==> config.mk <==
export PLATFORM = sky130hd
export DESIGN_NAME = timer_sched
export DESIGN_NICKNAME = d
export VERILOG_FILES = /design/src/rtl/timer_pkg.sv /design/src/rtl/timer_engine.sv /design/src/rtl/timer_sched.sv
export SDC_FILE = /design/constraint.sdc
export NUM_CORES = 1
export LEC_CHECK = 0
export ABC_CLOCK_PERIOD_IN_PS = 4300
export CORE_MARGIN = 2
export CORE_UTILIZATION = 51
export CTS_CLUSTER_DIAMETER = 200
export CTS_CLUSTER_SIZE = 28
export DETAILED_ROUTE_END_ITERATION = 16
export PLACE_DENSITY = 0.85
export SLEW_MARGIN = 20
export SYNTH_ARGS = -nofsm -noshare
export SYNTH_HDL_FRONTEND = slang
export SYNTH_SLANG_ARGS = --single-unit
==> constraint.sdc <==
create_clock -name clock -period 4.3 [get_ports clock]
set_input_delay 1.075 -clock clock [delete_from_list [all_inputs] [get_ports clock]]
set_output_delay 1.075 -clock clock [all_outputs]
set_load 0.05 [all_outputs]
==> src/rtl/timer_pkg.sv <==
// Shared types and default widths for the timer scheduler slice.
package timer_pkg;

  typedef enum logic [1:0] {
    ST_IDLE = 2'd0,
    ST_LOAD = 2'd1,
    ST_RUN  = 2'd2,
    ST_DONE = 2'd3
  } state_t;

  localparam int unsigned PW_DEF = 16;
  localparam int unsigned TW_DEF = 16;

endpackage

==> src/rtl/timer_engine.sv <==
// Prescaler/top counter pair: pc rolls over every P cycles, tc counts rollovers up to T.
module timer_engine
  import timer_pkg::*;
#(
  parameter int unsigned PW = PW_DEF,
  parameter int unsigned TW = TW_DEF
) (
  input  logic          clock,
  input  logic          reset,
  input  logic          clear,
  input  logic          enable,
  input  logic [PW-1:0] P,
  input  logic [TW-1:0] T,
  output logic          tick,
  output logic          expire
);

  logic [PW-1:0] pc;
  logic [TW-1:0] tc;
  logic          pc_wrap;
  logic          tc_last;

  // P and T are never zero while enabled, so P-1 / T-1 cannot underflow here
  always_comb begin
    pc_wrap = (pc == P - PW'(1));
    tc_last = (tc == T - TW'(1));
    tick    = enable & pc_wrap;
    expire  = enable & pc_wrap & tc_last;
  end

  always_ff @(posedge clock or negedge reset) begin
    if (!reset) begin
      pc <= '0;
      tc <= '0;
    end else if (clear) begin
      pc <= '0;
      tc <= '0;
    end else if (enable) begin
      if (pc_wrap) begin
        pc <= '0;
        tc <= tc_last ? '0 : tc + TW'(1);
      end else begin
        pc <= pc + PW'(1);
      end
    end
  end

endmodule

==> src/rtl/timer_sched.sv <==
// Round-robin scheduler sharing one timer_engine among NREQ requesters;
// holds the FSM, the RR arbiter and the per-grant settings latches.
module timer_sched
  import timer_pkg::*;
#(
  parameter int unsigned NREQ = 4,
  parameter int unsigned PW   = PW_DEF,
  parameter int unsigned TW   = TW_DEF
) (
  input  logic               clock,
  input  logic               reset,
  input  logic [NREQ-1:0]    req,
  input  logic [NREQ*PW-1:0] req_prescaler,
  input  logic [NREQ*TW-1:0] req_top,
  output logic [NREQ-1:0]    grant,
  output logic [NREQ-1:0]    done,
  output logic               busy,
  output logic               tick
);

  localparam int unsigned SW = (NREQ > 1) ? $clog2(NREQ) : 1;

  state_t          state, nstate;
  logic [SW-1:0]   ptr, nptr, sel, pick, sel_inc;
  logic [NREQ-1:0] sel_oh;
  logic            found, req_sel;
  logic [PW-1:0]   p_lat, p_new;
  logic [TW-1:0]   t_lat, t_new;
  logic            clear, enable, expire;
  int unsigned     idx;

  // Search from ptr upward with wrap; first high request wins
  always_comb begin
    found = 1'b0;
    pick  = '0;
    idx   = 0;
    for (int unsigned i = 0; i < NREQ; i++) begin
      idx = (32'(ptr) + i) % NREQ;
      if (!found && req[idx]) begin
        found = 1'b1;
        pick  = SW'(idx);
      end
    end
    p_new = req_prescaler[pick*PW +: PW];
    t_new = req_top[pick*TW +: TW];
    if (p_new == '0) p_new = PW'(1);
    if (t_new == '0) t_new = TW'(1);
  end

  always_comb begin
    req_sel = req[sel];
    sel_inc = (32'(sel) == NREQ - 1) ? '0 : sel + SW'(1);
    sel_oh  = NREQ'(1) << sel;
  end

  always_comb begin
    nstate = state;
    nptr   = ptr;
    clear  = 1'b1;
    enable = 1'b0;
    unique case (state)
      ST_IDLE: if (found) nstate = ST_LOAD;
      ST_LOAD: begin
        if (!req_sel) begin
          nstate = ST_IDLE;
          nptr   = sel_inc;
        end else begin
          nstate = ST_RUN;
        end
      end
      ST_RUN: begin
        // A dropped request cancels before the counters advance or expire
        if (!req_sel) begin
          nstate = ST_IDLE;
          nptr   = sel_inc;
        end else begin
          clear  = 1'b0;
          enable = 1'b1;
          if (expire) nstate = ST_DONE;
        end
      end
      ST_DONE: begin
        nstate = ST_IDLE;
        nptr   = sel_inc;
      end
      default: nstate = ST_IDLE;
    endcase
  end

  always_comb begin
    busy  = (state != ST_IDLE);
    grant = busy ? sel_oh : '0;
    done  = (state == ST_DONE) ? sel_oh : '0;
  end

  always_ff @(posedge clock or negedge reset) begin
    if (!reset) begin
      state <= ST_IDLE;
      ptr   <= '0;
      sel   <= '0;
      p_lat <= '0;
      t_lat <= '0;
    end else begin
      state <= nstate;
      ptr   <= nptr;
      if (state == ST_IDLE && found) begin
        sel   <= pick;
        p_lat <= p_new;
        t_lat <= t_new;
      end
    end
  end

  timer_engine #(
    .PW(PW),
    .TW(TW)
  ) u_engine (
    .clock  (clock),
    .reset  (reset),
    .clear  (clear),
    .enable (enable),
    .P      (p_lat),
    .T      (t_lat),
    .tick   (tick),
    .expire (expire)
  );

endmodule

==> flow_metrics.env, run 1 <==
export IMPL_setup_viol=0
export IMPL_cts_made_buffers=9
export IMPL_synth_xor_xnor_area_share=0.0831
export IMPL_finalPower_w=0.00419
export IMPL_met1_usage=0.304
export IMPL_row_count=39
export IMPL_synth_compound_area_share=0.105
export IMPL_htree_levels=3
export IMPL_grt_util_all_layers=0.264
export IMPL_clk_pin_slew_ps=60
export IMPL_grt_overflow_total=0
export IMPL_synth_top_family_by_area="multiplexers"
export IMPL_path_max_fanout=9
export IMPL_grt_pass1_wl_mm=26.9
export IMPL_nFillCells=862
export IMPL_grt_util_met3=0.0457
export IMPL_drt_pass1_iter_count=4
export IMPL_cp_data_required_time_ps=3220
export IMPL_ir_drop_mv=0.485
export IMPL_die_h_um=112
export IMPL_relSlewSlack=0.441
export IMPL_yosys_mux_area_fraction=0.235
export IMPL_leakagePower_nw=3.27
export IMPL_area_growth_pct=33.5
export IMPL_cts_hold_buf=0
export IMPL_tns_ps=0
export IMPL_synthSimpleGateAreaFrac=0.211
export IMPL_clk_latency_ps=340
export IMPL_antenna_diode_count=0
export IMPL_nets=913
export IMPL_cts_tree="yes"
export IMPL_syn_nets=788
export IMPL_wl_mm=16.4
export IMPL_grt_max_degree=49
export IMPL_post_drt_wl_per_cell_um=18.0
export IMPL_finalInstanceArea_um2=7880
export IMPL_start_util=0.519
export IMPL_portBuffers=143
export IMPL_finalClockSkew_ps=4.89
export IMPL_syn_area_um2=5900
export IMPL_postSynthCellCount=641
export IMPL_maxCapViolCount=0
export IMPL_cts_root_buf="clkbuf_16"
export IMPL_cts_buffer_depth=2
export IMPL_start_kind="flip-flop"
export IMPL_holdCritPathClass="flip-flop to flip-flop"
export IMPL_num_vias=5429
export IMPL_clkSinkCount=70
export IMPL_synth_edf_count=0
export IMPL_finalCriticalPeriod_ps=4140
export IMPL_cp_end_kind="primary output"
export IMPL_grt_busiest_layer="met2"
export IMPL_placed_area_um2=7480
export IMPL_drt_initial_drc_count=247
export IMPL_yosys_warnings=0
export IMPL_seq_area_frac_synth=0.297
export IMPL_worst_pin_slew_ps=831
export IMPL_antenna_found_initial=0
export IMPL_synth_distinct_cells=69
export IMPL_grtUsageMet2=0.494
export IMPL_drv_slew=0
export IMPL_clock_fmax_mhz=241
export IMPL_dieArea_um2=12400
export IMPL_die_x_um=112
export IMPL_place_congestion=0.886
export IMPL_rsz0062_at_grt="no"
export IMPL_synth_avg_cell_area_um2=9.21
export IMPL_ys_seq_elements=70
export IMPL_ios=144
export IMPL_drive_above_1_share=0.131
export IMPL_p_per_area_nw_per_um2=532
export IMPL_remaining_drc_errors=0
export IMPL_ant_nets=0
export IMPL_avgViaCountPerCell=5.94
export IMPL_core_um2=11400
export IMPL_path_class="flip-flop to primary output"
export IMPL_hold_viol_final=0
export IMPL_synth_fa_ha_area_frac=0.0276
export IMPL_place_hpwl_mm=12.6
export IMPL_arrival_ps=3070
export IMPL_finalCritPeriodShare=0.963
export IMPL_async_reset_ff_frac=1.00
export IMPL_first_global_vias=5504
export IMPL_synth_flop_cell="dfrtp_1"
export IMPL_multi_input_area_um2=4010
export IMPL_ff_latch_area_um2=1750
export IMPL_status="complete, no violations"
==> routing by layer <==
metal  vias to the layer above  wire length (µm)
met5                         -                 0
met4                         0               402
met3                        39               643
met2                       147              8840
met1                      2656              6540
li1                       2587                 -
==> cells by family after synthesis <==
group | Yosys count
compound gates | 85
xor+xnor | 56
fa+ha+maj | 13
buf+inv | 54
flops | 70
mux | 133
simple gates | 230
==> critical path, cell delays in order (launching register included) <==
cell and delay [ps]:
dfrtp_2 470, inv_1 130, ha_4 180, or4b_1 500, nor4_2 210, xnor2_1 140, or4_1 560, nor4_4 370
buf_12 180
==> final timing paths <==
kind	startpoint	to	slack, ps	cells past startpoint
max reg2reg	p_lat[2]$_DFFE_PN0P_	u_engine.tc[2]$_DFFE_PN0P_	910	7
min reg2reg	t_lat[15]$_DFFE_PN0P_	t_lat[15]$_DFFE_PN0P_	540	1
max	p_lat[0]$_DFFE_PN0P_	tick	160	8
max in group asynchronous	reset	p_lat[1]$_DFFE_PN0P_	2790	2
min in group asynchronous	reset	t_lat[0]$_DFFE_PN0P_	760	1
min	t_lat[15]$_DFFE_PN0P_	t_lat[15]$_DFFE_PN0P_	540	1
==> layout by cell type (no fill, tap or decap), types with 3 or more instances in the layout <==
cell type	netlist	final
o31ai_2	3	3
or4_1	4	4
a31o_1	3	3
or3_1	10	10
mux2i_1	97	97
nand2_1	44	44
dfrtp_1	70	68
ha_1	13	12
or2_2	6	6
nand4_1	6	6
buf_4	1	9
inv_1	14	14
a21oi_1	4	4
nor3b_1	4	4
buf_12	0	4
mux2_2	35	35
a211oi_1	3	3
clkbuf_16	0	9
o211ai_1	3	3
and2_1	6	6
o21ai_0	15	15
nor2_1	45	44
xnor2_1	34	34
and3_1	6	6
clkbuf_8	0	4
nand3_1	32	32
nor4_1	14	10
a221o_1	3	3
nor2b_1	11	11
o22ai_1	13	12
clkdlybuf4s50_1	0	141
xor2_1	22	22
a41oi_1	3	3
nor3_1	22	21
a21o_1	11	11
nor4_2	2	4
a31oi_1	4	4
==> power breakdown <==
part | leakage, nW | switching (W) | internal (W)
clock network | 0.162 | 0.000281 | 0.000510
registers | 0.892 | 0.000324 | 0.000853
logic | 2.22 | 0.00112 | 0.00111
total | 3.27 | 0.00172 | 0.00247
==> through the flow <==
| step | setup WS (ps) | hold WS, ps | util | cells |
|---|---|---|---|---|
| after floorplan | 200 | 491 | - | 641 |
| after global placement | 382 | 520 | 0.658 | 897 |
| after detailed placement | 298 | 523 | 0.658 | 897 |
| after CTS | 46.6 | 536 | 0.688 | 913 |
| after global routing | 20.9 | 555 | 0.693 | 914 |
| final | 159 | 541 | 0.693 | 914 |
==> cell usage after synthesis, types with 3 or more instances <==
cell type,instances,area share
mux2i_1,97,0.16
dfrtp_1,70,0.30
nor2_1,45,0.029
nand2_1,44,0.028
mux2_2,35,0.067
xnor2_1,34,0.050
nand3_1,32,0.027
nor3_1,22,0.019
xor2_1,22,0.033
clkbuf_1,21,0.013
o21ai_0,15,0.013
inv_1,14,0.0089
nor4_1,14,0.015
ha_1,13,0.028
o22ai_1,13,0.014
a21o_1,11,0.014
buf_1,11,0.0070
nor2b_1,11,0.012
or3_1,10,0.011
and2_1,6,0.0064
and3_1,6,0.0064
nand4_1,6,0.0064
or2_2,6,0.0064
a21oi_1,4,0.0034
a31oi_1,4,0.0042
nor3b_1,4,0.0051
or4_1,4,0.0051
a211oi_1,3,0.0038
a221o_1,3,0.0051
a31o_1,3,0.0045
a41oi_1,3,0.0045
buf_2,3,0.0025
buf_6,3,0.0057
o211ai_1,3,0.0038
o31ai_2,3,0.0064
==> flip-flops by register name, indices dropped and copies added (netlist names) <==
signal / cells
p_lat: 16
t_lat: 16
u_engine.pc: 16
u_engine.tc: 16
ptr: 2
sel: 2
state: 2
==> cell type report <==
cell class,count,share of cell area
clock inverter,3,0.00508
inverter,14,0.00667
clock buffer,13,0.0356
timing repair buffer,154,0.198
multi-input combinational,517,0.509
sequential,70,0.223
tap,143,0.0227
==> what timing repair did <==
action,CTS,global route
setup endpoints to repair,1,1
setup buffers,0,1
pin swaps,0,2
cloned,0,0
resized for setup,3,9
(Power assumes the default switching activity.)
==> run 2, diff against run 1 <==
TNS_END_PERCENT = 10   (was not set)
==> results of run 2 <==
Same layout as run 1: the final DEF is identical, and so are final timing and power.
